===== config.mk =====
export PLATFORM = sky130hd
export DESIGN_NAME = mio_arbiter_flat
export DESIGN_NICKNAME = d
export VERILOG_FILES = /design/src/rtl/mio_arb_pkg.sv /design/src/rtl/mio_arb_if.sv /design/src/rtl/mio_arb_pick.sv /design/src/rtl/mio_arbiter.sv /design/src/flat_wrapper.sv
export SDC_FILE = /design/constraint.sdc
export NUM_CORES = 1
export LEC_CHECK = 0
export ABC_AREA = 1
export CAP_MARGIN = 10
export CORE_AREA = 2 2 116 118
export DETAILED_ROUTE_END_ITERATION = 12
export DIE_AREA = 0 0 118 120
export DONT_BUFFER_PORTS = 1
export SKIP_CTS_REPAIR_TIMING = 1
export SLEW_MARGIN = 20
export SYNTH_ARGS = -nofsm -noshare
export SYNTH_HDL_FRONTEND = slang
export SYNTH_HIERARCHICAL = 1
export SYNTH_SLANG_ARGS = --single-unit

===== constraint.sdc =====
create_clock -name clk -period 1.8 [get_ports clk]
set_clock_uncertainty 0.2 [all_clocks]
set_input_delay 0.18 -clock clk [delete_from_list [all_inputs] [get_ports clk]]
set_output_delay 0.18 -clock clk [all_outputs]
set_load 0.01 [all_outputs]

===== src/rtl/mio_arb_pkg.sv =====
// Shared types and constants for the MIO arbiter: FSM state encoding,
// grant encoding and the default memory read latency.
package mio_arb_pkg;

    localparam int MEM_LATENCY_DEF = 1;   // read data valid this many cycles after mem_en
    localparam int CNT_W           = 4;   // wide enough for latencies 1..15
    localparam int STATE_W         = 2;

    typedef enum logic [STATE_W-1:0] {
        S_IDLE   = 2'd0,
        S_ACCESS = 2'd1,
        S_WAIT   = 2'd2,
        S_DONE   = 2'd3
    } state_e;

    typedef enum logic {
        GRANT_CPU = 1'b0,
        GRANT_DEV = 1'b1
    } grant_e;

endpackage


===== src/rtl/mio_arb_if.sv =====
// Bus bundle between the two requesters (CPU and device), the shared memory
// and the arbiter. The arbiter uses the slave modport; the environment
// (requesters plus memory) uses the master modport.
interface mio_arb_if;
    import mio_arb_pkg::*;

    // CPU side
    logic               cpu_req;
    logic               cpu_we;
    logic [31:0]        cpu_addr;
    logic [31:0]        cpu_wdata;
    logic               MIO_ready;
    logic [31:0]        cpu_rdata;

    // Device (DMA/IO) side
    logic               dev_req;
    logic               dev_we;
    logic [31:0]        dev_addr;
    logic [31:0]        dev_wdata;
    logic               dev_ack;
    logic [31:0]        dev_rdata;

    // Memory side
    logic               mem_en;
    logic               mem_we;
    logic [31:0]        mem_addr;
    logic [31:0]        mem_wdata;
    logic [31:0]        mem_rdata;

    // Debug
    logic               grant;
    logic [STATE_W-1:0] state_out;

    modport slave (
        input  cpu_req, cpu_we, cpu_addr, cpu_wdata,
        input  dev_req, dev_we, dev_addr, dev_wdata,
        input  mem_rdata,
        output MIO_ready, cpu_rdata, dev_ack, dev_rdata,
        output mem_en, mem_we, mem_addr, mem_wdata,
        output grant, state_out
    );

    modport master (
        output cpu_req, cpu_we, cpu_addr, cpu_wdata,
        output dev_req, dev_we, dev_addr, dev_wdata,
        output mem_rdata,
        input  MIO_ready, cpu_rdata, dev_ack, dev_rdata,
        input  mem_en, mem_we, mem_addr, mem_wdata,
        input  grant, state_out
    );

endinterface


===== src/rtl/mio_arb_pick.sv =====
// Winner selection between the CPU and device requests. A lone request wins
// outright; a tie goes to whichever requester did not win last time. Tying
// last_winner to GRANT_DEV turns this into fixed CPU priority.
module mio_arb_pick
    import mio_arb_pkg::*;
(
    input  logic   cpu_req,
    input  logic   dev_req,
    input  grant_e last_winner,
    output grant_e winner,
    output logic   valid
);

    // NOTE: every output gets a default before the branches, so no path leaves it unassigned and no latch is inferred.
    // Resolve the winner from the two requests and the tie-break history.
    always_comb begin
        valid  = cpu_req | dev_req;
        winner = GRANT_CPU;
        if (cpu_req && dev_req) begin
            winner = (last_winner == GRANT_DEV) ? GRANT_CPU : GRANT_DEV;
        end else if (dev_req) begin
            winner = GRANT_DEV;
        end
    end

endmodule


===== src/rtl/mio_arbiter.sv =====
// Two-master arbiter in front of a single fixed-latency memory. One
// transaction at a time runs IDLE -> ACCESS -> WAIT (MEM_LATENCY cycles) ->
// DONE -> IDLE; DONE pulses MIO_ready or dev_ack with the captured read data.
// Build option: define MIO_ARB_ROUND_ROBIN_EN to alternate simultaneous
// requests; otherwise the CPU always wins a tie and no history is kept.
module mio_arbiter
    import mio_arb_pkg::*;
#(
    parameter int MEM_LATENCY = MEM_LATENCY_DEF   // legal range 1..15
) (
    input  logic      clk,
    input  logic      rst,
    mio_arb_if.slave  bus
);

    state_e           state;
    state_e           state_nxt;
    grant_e           grant_r;
    grant_e           last_winner;
    grant_e           pick_winner;
    logic             pick_valid;
    logic             start;
    logic             we_r;
    logic [31:0]      addr_r;
    logic [31:0]      wdata_r;
    logic [31:0]      rdata_r;
    logic [CNT_W-1:0] cnt;

    assign start = (state == S_IDLE) && pick_valid;

    mio_arb_pick u_pick (
        .cpu_req     (bus.cpu_req),
        .dev_req     (bus.dev_req),
        .last_winner (last_winner),
        .winner      (pick_winner),
        .valid       (pick_valid)
    );

`ifdef MIO_ARB_ROUND_ROBIN_EN
    // Remember who won the most recent arbitration; reset favours the CPU first.
    always_ff @(posedge clk) begin
        if (rst) begin
            last_winner <= GRANT_DEV;
        end else if (start) begin
            last_winner <= pick_winner;
        end
    end
`else
    // Fixed priority: pretending the device always won last makes the CPU win ties.
    assign last_winner = GRANT_DEV;
`endif

    // NOTE: state uses non-blocking assignments so all flops see pre-edge values; rst is synchronous and only acts on the edge.
    // State register.
    always_ff @(posedge clk) begin
        if (rst) begin
            state <= S_IDLE;
        end else begin
            state <= state_nxt;
        end
    end

    // Next-state logic and decoded outputs.
    always_comb begin
        state_nxt     = state;
        bus.mem_en    = 1'b0;
        bus.mem_we    = 1'b0;
        bus.MIO_ready = 1'b0;
        bus.dev_ack   = 1'b0;
        bus.cpu_rdata = '0;
        bus.dev_rdata = '0;

        case (state)
            S_IDLE: begin
                if (pick_valid) state_nxt = S_ACCESS;
            end
            S_ACCESS: begin
                bus.mem_en = 1'b1;
                bus.mem_we = we_r;
                state_nxt  = S_WAIT;
            end
            S_WAIT: begin
                if (cnt <= CNT_W'(1)) state_nxt = S_DONE;
            end
            S_DONE: begin
                if (grant_r == GRANT_CPU) begin
                    bus.MIO_ready = 1'b1;
                    bus.cpu_rdata = rdata_r;
                end else begin
                    bus.dev_ack   = 1'b1;
                    bus.dev_rdata = rdata_r;
                end
                state_nxt = S_IDLE;
            end
            default: state_nxt = S_IDLE;
        endcase
    end

    // Capture the winner's request on start, run the latency counter, grab read data.
    always_ff @(posedge clk) begin
        if (rst) begin
            grant_r <= GRANT_CPU;
            we_r    <= 1'b0;
            addr_r  <= '0;
            wdata_r <= '0;
            rdata_r <= '0;
            cnt     <= '0;
        end else begin
            if (start) begin
                grant_r <= pick_winner;
                if (pick_winner == GRANT_DEV) begin
                    we_r    <= bus.dev_we;
                    addr_r  <= bus.dev_addr;
                    wdata_r <= bus.dev_wdata;
                end else begin
                    we_r    <= bus.cpu_we;
                    addr_r  <= bus.cpu_addr;
                    wdata_r <= bus.cpu_wdata;
                end
            end
            if (state == S_ACCESS) begin
                cnt <= CNT_W'(MEM_LATENCY);
            end
            if (state == S_WAIT) begin
                cnt <= cnt - CNT_W'(1);
                if (cnt <= CNT_W'(1)) rdata_r <= bus.mem_rdata;
            end
        end
    end

    assign bus.mem_addr  = addr_r;
    assign bus.mem_wdata = wdata_r;
    assign bus.grant     = grant_r;
    assign bus.state_out = state;

endmodule

===== src/flat_wrapper.sv =====
// flat-port wrapper written by rule: the top's interface ports become plain ports
module mio_arbiter_flat import mio_arb_pkg::*;
#(
    parameter int MEM_LATENCY = MEM_LATENCY_DEF                       
)
  (clk, rst, bus_cpu_req, bus_cpu_we, bus_cpu_addr, bus_cpu_wdata, bus_dev_req, bus_dev_we, bus_dev_addr, bus_dev_wdata, bus_mem_rdata, bus_MIO_ready, bus_cpu_rdata, bus_dev_ack, bus_dev_rdata, bus_mem_en, bus_mem_we, bus_mem_addr, bus_mem_wdata, bus_grant, bus_state_out);
  mio_arb_if bus_i ();
  input  logic clk;
  input  logic rst;
  input wire logic [$bits(bus_i.cpu_req)-1:0] bus_cpu_req;
  input wire logic [$bits(bus_i.cpu_we)-1:0] bus_cpu_we;
  input wire logic [$bits(bus_i.cpu_addr)-1:0] bus_cpu_addr;
  input wire logic [$bits(bus_i.cpu_wdata)-1:0] bus_cpu_wdata;
  input wire logic [$bits(bus_i.dev_req)-1:0] bus_dev_req;
  input wire logic [$bits(bus_i.dev_we)-1:0] bus_dev_we;
  input wire logic [$bits(bus_i.dev_addr)-1:0] bus_dev_addr;
  input wire logic [$bits(bus_i.dev_wdata)-1:0] bus_dev_wdata;
  input wire logic [$bits(bus_i.mem_rdata)-1:0] bus_mem_rdata;
  output wire logic [$bits(bus_i.MIO_ready)-1:0] bus_MIO_ready;
  output wire logic [$bits(bus_i.cpu_rdata)-1:0] bus_cpu_rdata;
  output wire logic [$bits(bus_i.dev_ack)-1:0] bus_dev_ack;
  output wire logic [$bits(bus_i.dev_rdata)-1:0] bus_dev_rdata;
  output wire logic [$bits(bus_i.mem_en)-1:0] bus_mem_en;
  output wire logic [$bits(bus_i.mem_we)-1:0] bus_mem_we;
  output wire logic [$bits(bus_i.mem_addr)-1:0] bus_mem_addr;
  output wire logic [$bits(bus_i.mem_wdata)-1:0] bus_mem_wdata;
  output wire logic [$bits(bus_i.grant)-1:0] bus_grant;
  output wire logic [$bits(bus_i.state_out)-1:0] bus_state_out;
  assign bus_i.cpu_req = bus_cpu_req;
  assign bus_i.cpu_we = bus_cpu_we;
  assign bus_i.cpu_addr = bus_cpu_addr;
  assign bus_i.cpu_wdata = bus_cpu_wdata;
  assign bus_i.dev_req = bus_dev_req;
  assign bus_i.dev_we = bus_dev_we;
  assign bus_i.dev_addr = bus_dev_addr;
  assign bus_i.dev_wdata = bus_dev_wdata;
  assign bus_i.mem_rdata = bus_mem_rdata;
  assign bus_MIO_ready = bus_i.MIO_ready;
  assign bus_cpu_rdata = bus_i.cpu_rdata;
  assign bus_dev_ack = bus_i.dev_ack;
  assign bus_dev_rdata = bus_i.dev_rdata;
  assign bus_mem_en = bus_i.mem_en;
  assign bus_mem_we = bus_i.mem_we;
  assign bus_mem_addr = bus_i.mem_addr;
  assign bus_mem_wdata = bus_i.mem_wdata;
  assign bus_grant = bus_i.grant;
  assign bus_state_out = bus_i.state_out;
  mio_arbiter #(.MEM_LATENCY(MEM_LATENCY)) u_core (.clk(clk), .rst(rst), .bus(bus_i));
endmodule

==> metrics.md, run 1 <==
| Metric | Value |
|---|---|
| First-pass GRT wire length | `21500 um` |
| LEAKAGE | `3.87 nW` |
| Max-Cap Viols | `0` |
| Critical Path AT | `1450 ps` |
| Worst path slowest cell | `dfxtp_4` |
| Die area | `14200 um2` |
| Worst hold path class | `in2reg` |
| Post-Layout Cell Count | `1140` |
| H-tree levels | `3` |
| Vias in the first global route | `4556` |
| Die W | `118 um` |
| Final setup fails | `16` |
| EDFF count, synth | `0` |
| Core Util, Final | `0.619` |
| Area grow syn2layout | `56.2%` |
| Residual DRC | `0` |
| CTS Buffer Depth | `2` |
| Final worst hold slack | `13.2 ps` |
| Final WL | `18700 um` |
| DR WL/cell | `16.4 um` |
| Netlist cell types | `22` |
| Period Utilization, post-route | `1.02` |
| Sequential area share after synthesis | `0.405` |
| Antenna-violating nets left | `0` |
| Failing checks | `setup timing` |
| Overall Global Routing Usage | `0.186` |
| CTS tree | `built` |
| Top cells by instance count after synthesis | `nand2_1, nor2_1, inv_1` |
| Final Critical Period | `1830 ps` |
| Worst setup margin | `-28.8 ps` |
| Top FF cell, synth | `dfxtp_1` |
| Setup_tns | `-203 ps` |
| CP Launch Type | `register` |
| Router iterations before antenna repair | `6` |
| Mean Syn Cell Area | `6.70 um2` |
| RSZ-0062 raised after global routing | `yes` |
| Routing usage on met3 | `0.0494` |
| Crit path buf inv count | `3` |
| # clock sinks | `104` |
| Vias post-DR | `5886` |
| Hold Vio Cnt, Final | `0` |
| Total CTS buffers | `9` |
| Total power draw | `10.0 mW` |
| CP endpoint kind | `output pin` |
| Fmax | `0.547 GHz` |
| CP max FO | `16` |
| Share of layout cells above drive strength 1 | `0.143` |
| Max incr delay on CP | `380 ps` |
| M2 GR Usage | `0.329` |
| Worst path required time | `1420 ps` |
| Critical path class | `reg2out` |
| Routability cong. | `0.847` |
| Initial antenna violation count | `0` |
| Leading area contributor after synthesis | `dfxtp_1` |
| Top-count cell post-synth | `nand2_1` |
| Placed insts | `949` |
| Initial DRC count | `473` |
| Crit path max-delay family | `flip-flops` |
| Clk pin slew, worst setup/hold paths | `70 ps` |
| Std-Cell Rows | `42` |
| Status | `complete, but fails checks` |
| Async SR Flop Fraction | `0` |
| VDD IR max | `0.721 mV` |
| CP Cell Sequence | `ha_4 > inv_2 > nor2_4 > inv_4 > clkbuf_16 > nor2_2` |
| N_diodes | `0` |
| Initial core utilization | `0.396` |
| Overflow after GRT | `0` |
| M1 GR Usage | `0.212` |
| Nets@finish | `1132` |
| FF+latch count, synth | `104` |
| Fin. max-slew vios | `0` |
| Worst skew pair latency | `330 ps` |
| Mapped Cells | `768` |
| Core area | `13000 um2` |
| Port Buffers | `0` |
| Ports | `301` |
| Mapped Area | `5140 um2` |
| Busiest grt layer | `met2` |
| Die height | `120 um` |
| Yosys warning total | `6` |
| Post-DP HPWL | `9940 um` |
| Top post-synthesis cells by area | `dfxtp_1, nand2_1, nor2_1` |
| Synthesized net count | `941` |
| Largest net degree at the start of global routing | `66` |
| Via-to-Cell Ratio | `5.16` |
| Post-synth top area share | `0.405` |
| CTS root buf | `clkbuf_16` |
| PD cells | `1250 nW/um2` |
==> layout by cell type, fill, tap and decap left out, drive strengths merged <==
master,count
nand2,205
dlygate4sd3,163
nor2,134
inv,117
dfxtp,104
nand3,70
o211ai,65
buf,60
clkbuf,17
a21oi,7
ha,7
clkinv,4
o21ai,2
and3,2
nor3,2
or2,2
clkinvlp,1
o21a,1
conb,1
==> flip-flops by register name, summed over array words and instances, names as in the netlist <==
register,count
u_core/we_r,1
u_core/cnt,4
u_core/bus.state_out,2
u_core/bus.grant,1
u_core/rdata_r,32
u_core/bus.mem_wdata,32
u_core/bus.mem_addr,32
==> cells by family (layout without fill, tap and decap cells) <==
| logic type | after synthesis | in the layout | share of synthesized area |
|---|---|---|---|
| DFF | 104 | 104 | 0.405 |
| AOI/OAI and AO/OA | 75 | 75 | 0.105 |
| buffers and inverters | 166 | 362 | 0.146 |
| adders and majority gates | 7 | 7 | 0.0170 |
| and+or+nand+nor | 415 | 415 | 0.326 |
| other | 1 | 1 | 0.000729 |
==> through the flow <==
step	cell area, um2	setup slack (ps)
after floorplan	5140	130
after global placement	5630	84.8
after CTS	5920	-227
after global routing	8030	-91.7
after detailed placement	5630	-6.11
final	8030	-28.8
==> power by group <==
part | internal (mW) | switching [mW] | leakage [nW] | total [mW]
clock network | 0.997 | 0.909 | 0.141 | 1.91
registers | 3.19 | 0.843 | 0.860 | 4.03
logic | 1.74 | 2.33 | 2.87 | 4.07
==> final timing paths <==
kind              depth (start not counted)                                 start                              to  slack, ps
hold / removal                            3                           bus_cpu_req   u_core/bus.grant$_SDFFE_PP0P_         10
setup / recovery                          6  u_core/bus.state_out[1]$_SDFFE_PP0P_               bus_cpu_rdata[29]        -30
setup reg to reg                          7  u_core/bus.state_out[0]$_SDFFE_PP0P_  u_core/rdata_r[3]$_SDFFE_PP0P_        100
hold reg to reg                           2            u_core/cnt[1]$_SDFFE_PP0P_      u_core/cnt[1]$_SDFFE_PP0P_        290
==> worst register-to-register path, stage by stage, from the launching register on <==
cell     delay, ps
dfxtp_4        360
buf_4          140
inv_2           90
ha_1           300
nand3_4        130
buf_4          190
nor2_1         130
nor2_1          60
==> per-layer routing <==
metal / vias up / routed length [um]
li1: 2765 / -
met3: 83 / 1600
met5: - / 0
met4: 0 / 879
met2: 388 / 9480
met1: 2650 / 6780
==> area by class of cell <==
type	count	area, um2
fill	999	4950
inverter	115	447
clock inverter	6	50.0
timing repair inverter	1	8.76
sequential	104	2090
timing repair buffer	230	2430
multi-input combinational	498	2540
clock buffer	10	239
tap	176	220
(Power assumes the default switching activity.)
==> inputs of run 2 (changes only) <==
- SKIP_LAST_GASP: unset -> 1
==> metrics.md, run 2 (synthesized netlist as in run 1, its figures left out) <==
| Metric | Value |
|---|---|
| Status | `complete, but fails checks` |
| Failing checks | `setup timing` |
| WP depth | `5 (-1)` |
| Hold_sp | `bus_cpu_req` |
| CTS tree | `built` |
| Hold Vio Cnt, Final | `0 (unchanged)` |
| Area grow syn2layout | `56.1% (about the same)` |
| Final setup fails | `17 (+1)` |
| H-tree levels | `3 (unchanged)` |
| Post-DP HPWL | `9940 um (unchanged)` |
| Routability cong. | `0.847 (unchanged)` |
| Max-Cap Viols | `0 (unchanged)` |
| CP endpoint kind | `output pin` |
| DR WL/cell | `16.4 um (about the same)` |
| LEAKAGE | `3.87 nW (about the same)` |
| Critical Path AT | `1450 ps (about the same)` |
| M1 GR Usage | `0.212 (unchanged)` |
| Worst skew pair latency | `330 ps (about the same)` |
| CTS root buf | `clkbuf_16` |
| Router iterations before antenna repair | `8 (+2)` |
| Core area | `13000 um2 (unchanged)` |
| FF-to-FF End | `u_core/rdata_r[3]$_SDFFE_PP0P_` |
| CTS Buffer Depth | `2 (unchanged)` |
| Vias post-DR | `5882 (-0.068%)` |
| N_diodes | `0 (unchanged)` |
| Die W | `118 um (unchanged)` |
| Ports | `301 (unchanged)` |
| CP max FO | `3 (-13)` |
| Worst path required time | `1420 ps (about the same)` |
| Crit path buf inv count | `3 (unchanged)` |
| Critical path class | `reg2out` |
| Overflow after GRT | `0 (unchanged)` |
| Final WL | `18700 um (about the same)` |
| Die height | `120 um (unchanged)` |
| Die area | `14200 um2 (unchanged)` |
| Nets@finish | `1132 (unchanged)` |
| Antenna-violating nets left | `0 (unchanged)` |
| Port Buffers | `0 (unchanged)` |
| Post-Layout Inst Area | `8030 um2 (about the same)` |
| Worst hold path class | `in2reg` |
| Residual DRC | `0 (unchanged)` |
| # clock sinks | `104 (unchanged)` |
| Max incr delay on CP | `360 ps (-20 ps)` |
| Via-to-Cell Ratio | `5.16 (about the same)` |
| First-pass GRT wire length | `21500 um (unchanged)` |
| Share of layout cells above drive strength 1 | `0.142 (-0.00104)` |
| Commonest non-fill, non-tap cell in the layout | `nand2_1` |
| Initial antenna violation count | `0 (unchanged)` |
| CP Launch Type | `register` |
| RSZ-0062 raised after global routing | `yes` |
| Commonest cells after routing, fill and taps aside | `nand2_1, dlygate4sd3_1, inv_1` |
| CP Cell Sequence | `buf_4 > buf_4 > ha_1 > nand2_1 > inv_1` |
| Most used cell, CP | `buf_4` |
| Worst path slowest cell | `dfxtp_4` |
| Clk pin slew, worst setup/hold paths | `70 ps (about the same)` |
| Initial core utilization | `0.396 (unchanged)` |
| Place WS | `-6.11 ps (unchanged)` |
| Routing usage on met3 | `0.0494 (unchanged)` |
| Final Critical Period | `1830 ps (+1.78 ps)` |
| Busiest grt layer | `met2` |
| Crit path max-delay family | `flip-flops` |
| Total CTS buffers | `9 (unchanged)` |
| Largest net degree at the start of global routing | `66 (unchanged)` |
| Flop2flop setup slack | `100 ps (about the same)` |
| Initial DRC count | `505 (+6.8%)` |
| Fin. max-slew vios | `0 (unchanged)` |
| Std-Cell Rows | `42 (unchanged)` |
| Fmax | `0.546 GHz (about the same)` |
| Period Utilization, post-route | `1.02 (about the same)` |
| VDD IR max | `0.723 mV (+0.29%)` |
| PD cells | `1250 nW/um2 (about the same)` |
| WHS Endpoint | `u_core/bus.grant$_SDFFE_PP0P_` |
| Worst r2r src | `u_core/bus.state_out[0]$_SDFFE_PP0P_` |
| M2 GR Usage | `0.329 (unchanged)` |
| Overall Global Routing Usage | `0.186 (unchanged)` |
| Placement Cell Area | `5630 um2 (unchanged)` |
| Hold path depth | `3 (unchanged)` |
| Worst setup margin | `-30.6 ps (-1.78 ps)` |
| R2R cell count | `7 (unchanged)` |
| Vias in the first global route | `4556 (unchanged)` |
## run 2: cell counts in the layout (fill, tap and decap cells not counted)
Identical to the previous run, type by type.
## run 2: worst max-delay path by stage
stage                                         start                                    end  slack (ps)
6_report       u_core/bus.state_out[0]$_SDFFE_PP0P_                             bus_mem_we         -30
2_1_floorplan  u_core/bus.state_out[1]$_SDFFE_PP0P_                      bus_cpu_rdata[10]         130
5_1_grt        u_core/bus.state_out[1]$_SDFFE_PP0P_                      bus_cpu_rdata[31]         -90
4_1_cts        u_core/bus.state_out[1]$_SDFFE_PP0P_                      bus_cpu_rdata[12]        -230
3_5_place_dp   u_core/bus.state_out[0]$_SDFFE_PP0P_  u_core/bus.mem_wdata[26]$_SDFFE_PP0P_          -6
3_3_place_gp   u_core/bus.state_out[0]$_SDFFE_PP0P_               u_core/we_r$_SDFFE_PP0P_          80
## run 2: layout make-up
cell class | count | area, um2
well taps | 176 | 220
multi-input cells | 498 | 2540
repair inverters | 1 | 8.76
clock buffers | 10 | 239
repair buffers | 230 | 2430
clock inverters | 6 | 50.0
inverters | 115 | 447
flip-flops and latches | 104 | 2090
fillers | 1001 | 4950
## run 2: stage by stage
stage / setup TNS (ps) / hold slack, ps / cells / util / power (mW)
4_1_cts: -6180 / -311 / 965 / 0.456 / 8.89
5_1_grt: -2730 / 39.9 / 1140 / 0.618 / 10.6
6_report: -228 / 15.1 / 1140 / 0.618 / 10.0
3_3_place_gp: 0 / 50.6 / 949 / 0.433 / 6.85
3_5_place_dp: -6.11 / 52.6 / 949 / 0.433 / 6.95
2_1_floorplan: 0 / 49.1 / 768 / - / 6.15
## run 2: worst reg2reg max path, stage by stage, from the launching register on
cell and delay, ps:
dfxtp_4 360, buf_4 140, inv_2 90, ha_1 300, nand3_4 130, buf_4 190, nor2_1 130, nor2_1 60
## run 2: layer usage
layer | vias up | wire length, um
met2 | 399 | 9440
met1 | 2636 | 6830
met4 | 0 | 882
li1 | 2766 | -
met5 | - | 0
met3 | 81 | 1580
## run 2: power by group
group / internal (mW) / total [mW] / switching, mW / leakage [nW]
clock: 0.997 / 1.90 / 0.905 / 0.141
sequential: 3.19 / 4.03 / 0.844 / 0.860
combinational: 1.73 / 4.07 / 2.34 / 2.87
==> inputs of run 3 (changes only) <==
- CTS_BUF_LIST: unset -> sky130_fd_sc_hd__clkbuf_16
- GPL_TIMING_DRIVEN: unset -> 0
==> metrics.md, run 3 (synthesized netlist as in run 1, its figures left out) <==
| Metric | Value |
|---|---|
| Router iterations before antenna repair | `9 (+1)` |
| Area grow syn2layout | `49.7%` |
| Critical Path AT | `1570 ps (+120 ps)` |
| Vias in the first global route | `4910 (+7.8%)` |
| Std-Cell Rows | `42 (unchanged)` |
| Nets@finish | `1116 (-1.4%)` |
| Max incr delay on CP | `390 ps (+30 ps)` |
| Clk pin slew, worst setup/hold paths | `70 ps (about the same)` |
| Final worst hold slack | `81.2 ps (+66.1 ps)` |
| Overflow after GRT | `0 (unchanged)` |
| VDD IR max | `0.654 mV (-9.5%)` |
| Status | `complete, but fails checks` |
| Failing checks | `setup timing` |
| Most used cell, CP | `nor2_4` |
| CTS root buf | `clkbuf_16` |
| Initial core utilization | `0.396 (unchanged)` |
| Ports | `301 (unchanged)` |
| Met2 wire len | `9610 um (+1.8%)` |
| H-tree levels | `3 (unchanged)` |
| DR WL/cell | `17.1 um (+3.8%)` |
| Post-Layout Cell Count | `1122 (-1.6%)` |
| Routability cong. | `0.861 (+1.7%)` |
| Port Buffers | `0 (unchanged)` |
| Residual DRC | `0 (unchanged)` |
| Initial DRC count | `438 (-13%)` |
| Worst skew pair latency | `350 ps (+20 ps)` |
| CTS tree | `built` |
| Final Critical Period | `1950 ps (+124 ps)` |
| CP Cell Sequence | `ha_2 > inv_1 > nor2_4 > inv_4 > buf_12 > nor2_4` |
| Die height | `120 um (unchanged)` |
| Worst path slowest cell | `dfxtp_4` |
| Antenna-violating nets left | `0 (unchanged)` |
| Place WS | `-277 ps (-271 ps)` |
| Wl on met1 | `6960 um (+1.8%)` |
| Initial antenna violation count | `0 (unchanged)` |
| # clock sinks | `104 (unchanged)` |
| Placed insts | `944 (-0.53%)` |
| Final WL | `19100 um (+2.2%)` |
| LEAKAGE | `3.64 nW (-6.1%)` |
| Share of layout cells above drive strength 1 | `0.143 (+0.000590)` |
| Core area | `13000 um2 (unchanged)` |
| Post-Layout Inst Area | `7700 um2 (-4.1%)` |
| Total CTS buffers | `9 (unchanged)` |
| First-pass GRT wire length | `23700 um (+10%)` |
| Post-DP HPWL | `11900 um (+20%)` |
| Overall Global Routing Usage | `0.211 (+0.0254)` |
| Commonest non-fill, non-tap cell in the layout | `nand2_1` |
| Placement Cell Area | `5360 um2 (-4.7%)` |
| Crit path max-delay family | `flip-flops` |
| Die area | `14200 um2 (unchanged)` |
| Final setup fails | `38 (+21)` |
| Via-to-Cell Ratio | `5.28 (+2.3%)` |
| Max-Cap Viols | `0 (unchanged)` |
| Largest net degree at the start of global routing | `16 (-76%)` |
| RSZ-0062 raised after global routing | `yes` |
| PD cells | `1250 nW/um2 (+0.12%)` |
| CP Launch Type | `register` |
| Fmax | `0.512 GHz (-6.4%)` |
| Worst setup margin | `-155 ps (-124 ps)` |
| N_diodes | `0 (unchanged)` |
| CTS Buffer Depth | `2 (unchanged)` |
| Met3 wire length | `1670 um (+5.2%)` |
| Period Utilization, post-route | `1.09 (+0.0691)` |
| CP endpoint kind | `output pin` |
| Die W | `118 um (unchanged)` |
| Fin. max-slew vios | `0 (unchanged)` |
| Vias post-DR | `5922 (+0.68%)` |
| Crit path buf inv count | `3 (unchanged)` |
| Critical path class | `reg2out` |
| Worst path required time | `1420 ps (about the same)` |
| Hold Vio Cnt, Final | `0 (unchanged)` |
| Worst hold path class | `in2reg` |
| Uppermost layer routed | `met4` |
| Commonest cells after routing, fill and taps aside | `nand2_1, dlygate4sd3_1, inv_1` |
| CP max FO | `10 (+7)` |
[run 3: final cells by class]
cell class	count	area, um2
Clock buffer	9	225
Inverter	115	434
Clock inverter	5	26.3
Fill cell	1086	5280
Multi-Input combinational cell	499	2650
Sequential cell	104	2090
Timing Repair Buffer	163	1630
Tap cell	176	220
Buffer	51	424
[run 3: metal layers]
layer	vias to the layer above	GRT usage
met1	2687	0.234
met4	0	0.111
met5	-	0
li1	2725	-
met3	100	0.0556
met2	410	0.370
[run 3: worst paths after layout]
kind                                                      startpoint                                   end  slack [ps]  depth (start not counted)
worst max-delay path            u_core/bus.state_out[0]$_SDFFE_PP0P_                     bus_cpu_rdata[12]        -150                          6
worst min-delay path                                             rst         u_core/bus.grant$_SDFFE_PP0P_          80                          4
worst max register to register  u_core/bus.state_out[0]$_SDFFE_PP0P_  u_core/bus.mem_wdata[0]$_SDFFE_PP0P_         -10                          8
worst min register to register            u_core/cnt[1]$_SDFFE_PP0P_            u_core/cnt[1]$_SDFFE_PP0P_         290                          2
[run 3: worst min-delay path: cells and delay by family]
family	cells	cell delay, ps
AOI/OAI and AO/OA	2	150
buffers and inverters	2	250
[run 3: per-stage QoR]
step	TNS [ps]	total power, mW	utilization
after floorplan	0	6.15	-
after global placement	-13410	6.89	0.413
after detailed placement	-17370	7.01	0.413
after CTS	-42860	8.79	0.433
after global routing	-10170	10.2	0.593
final	-4540	9.60	0.593
[run 3: where the power goes]
group / internal (mW) / switching (mW) / total (mW)
Clock: 0.910 / 0.833 / 1.74
Combinational: 1.43 / 2.38 / 3.80
Sequential: 3.19 / 0.870 / 4.06
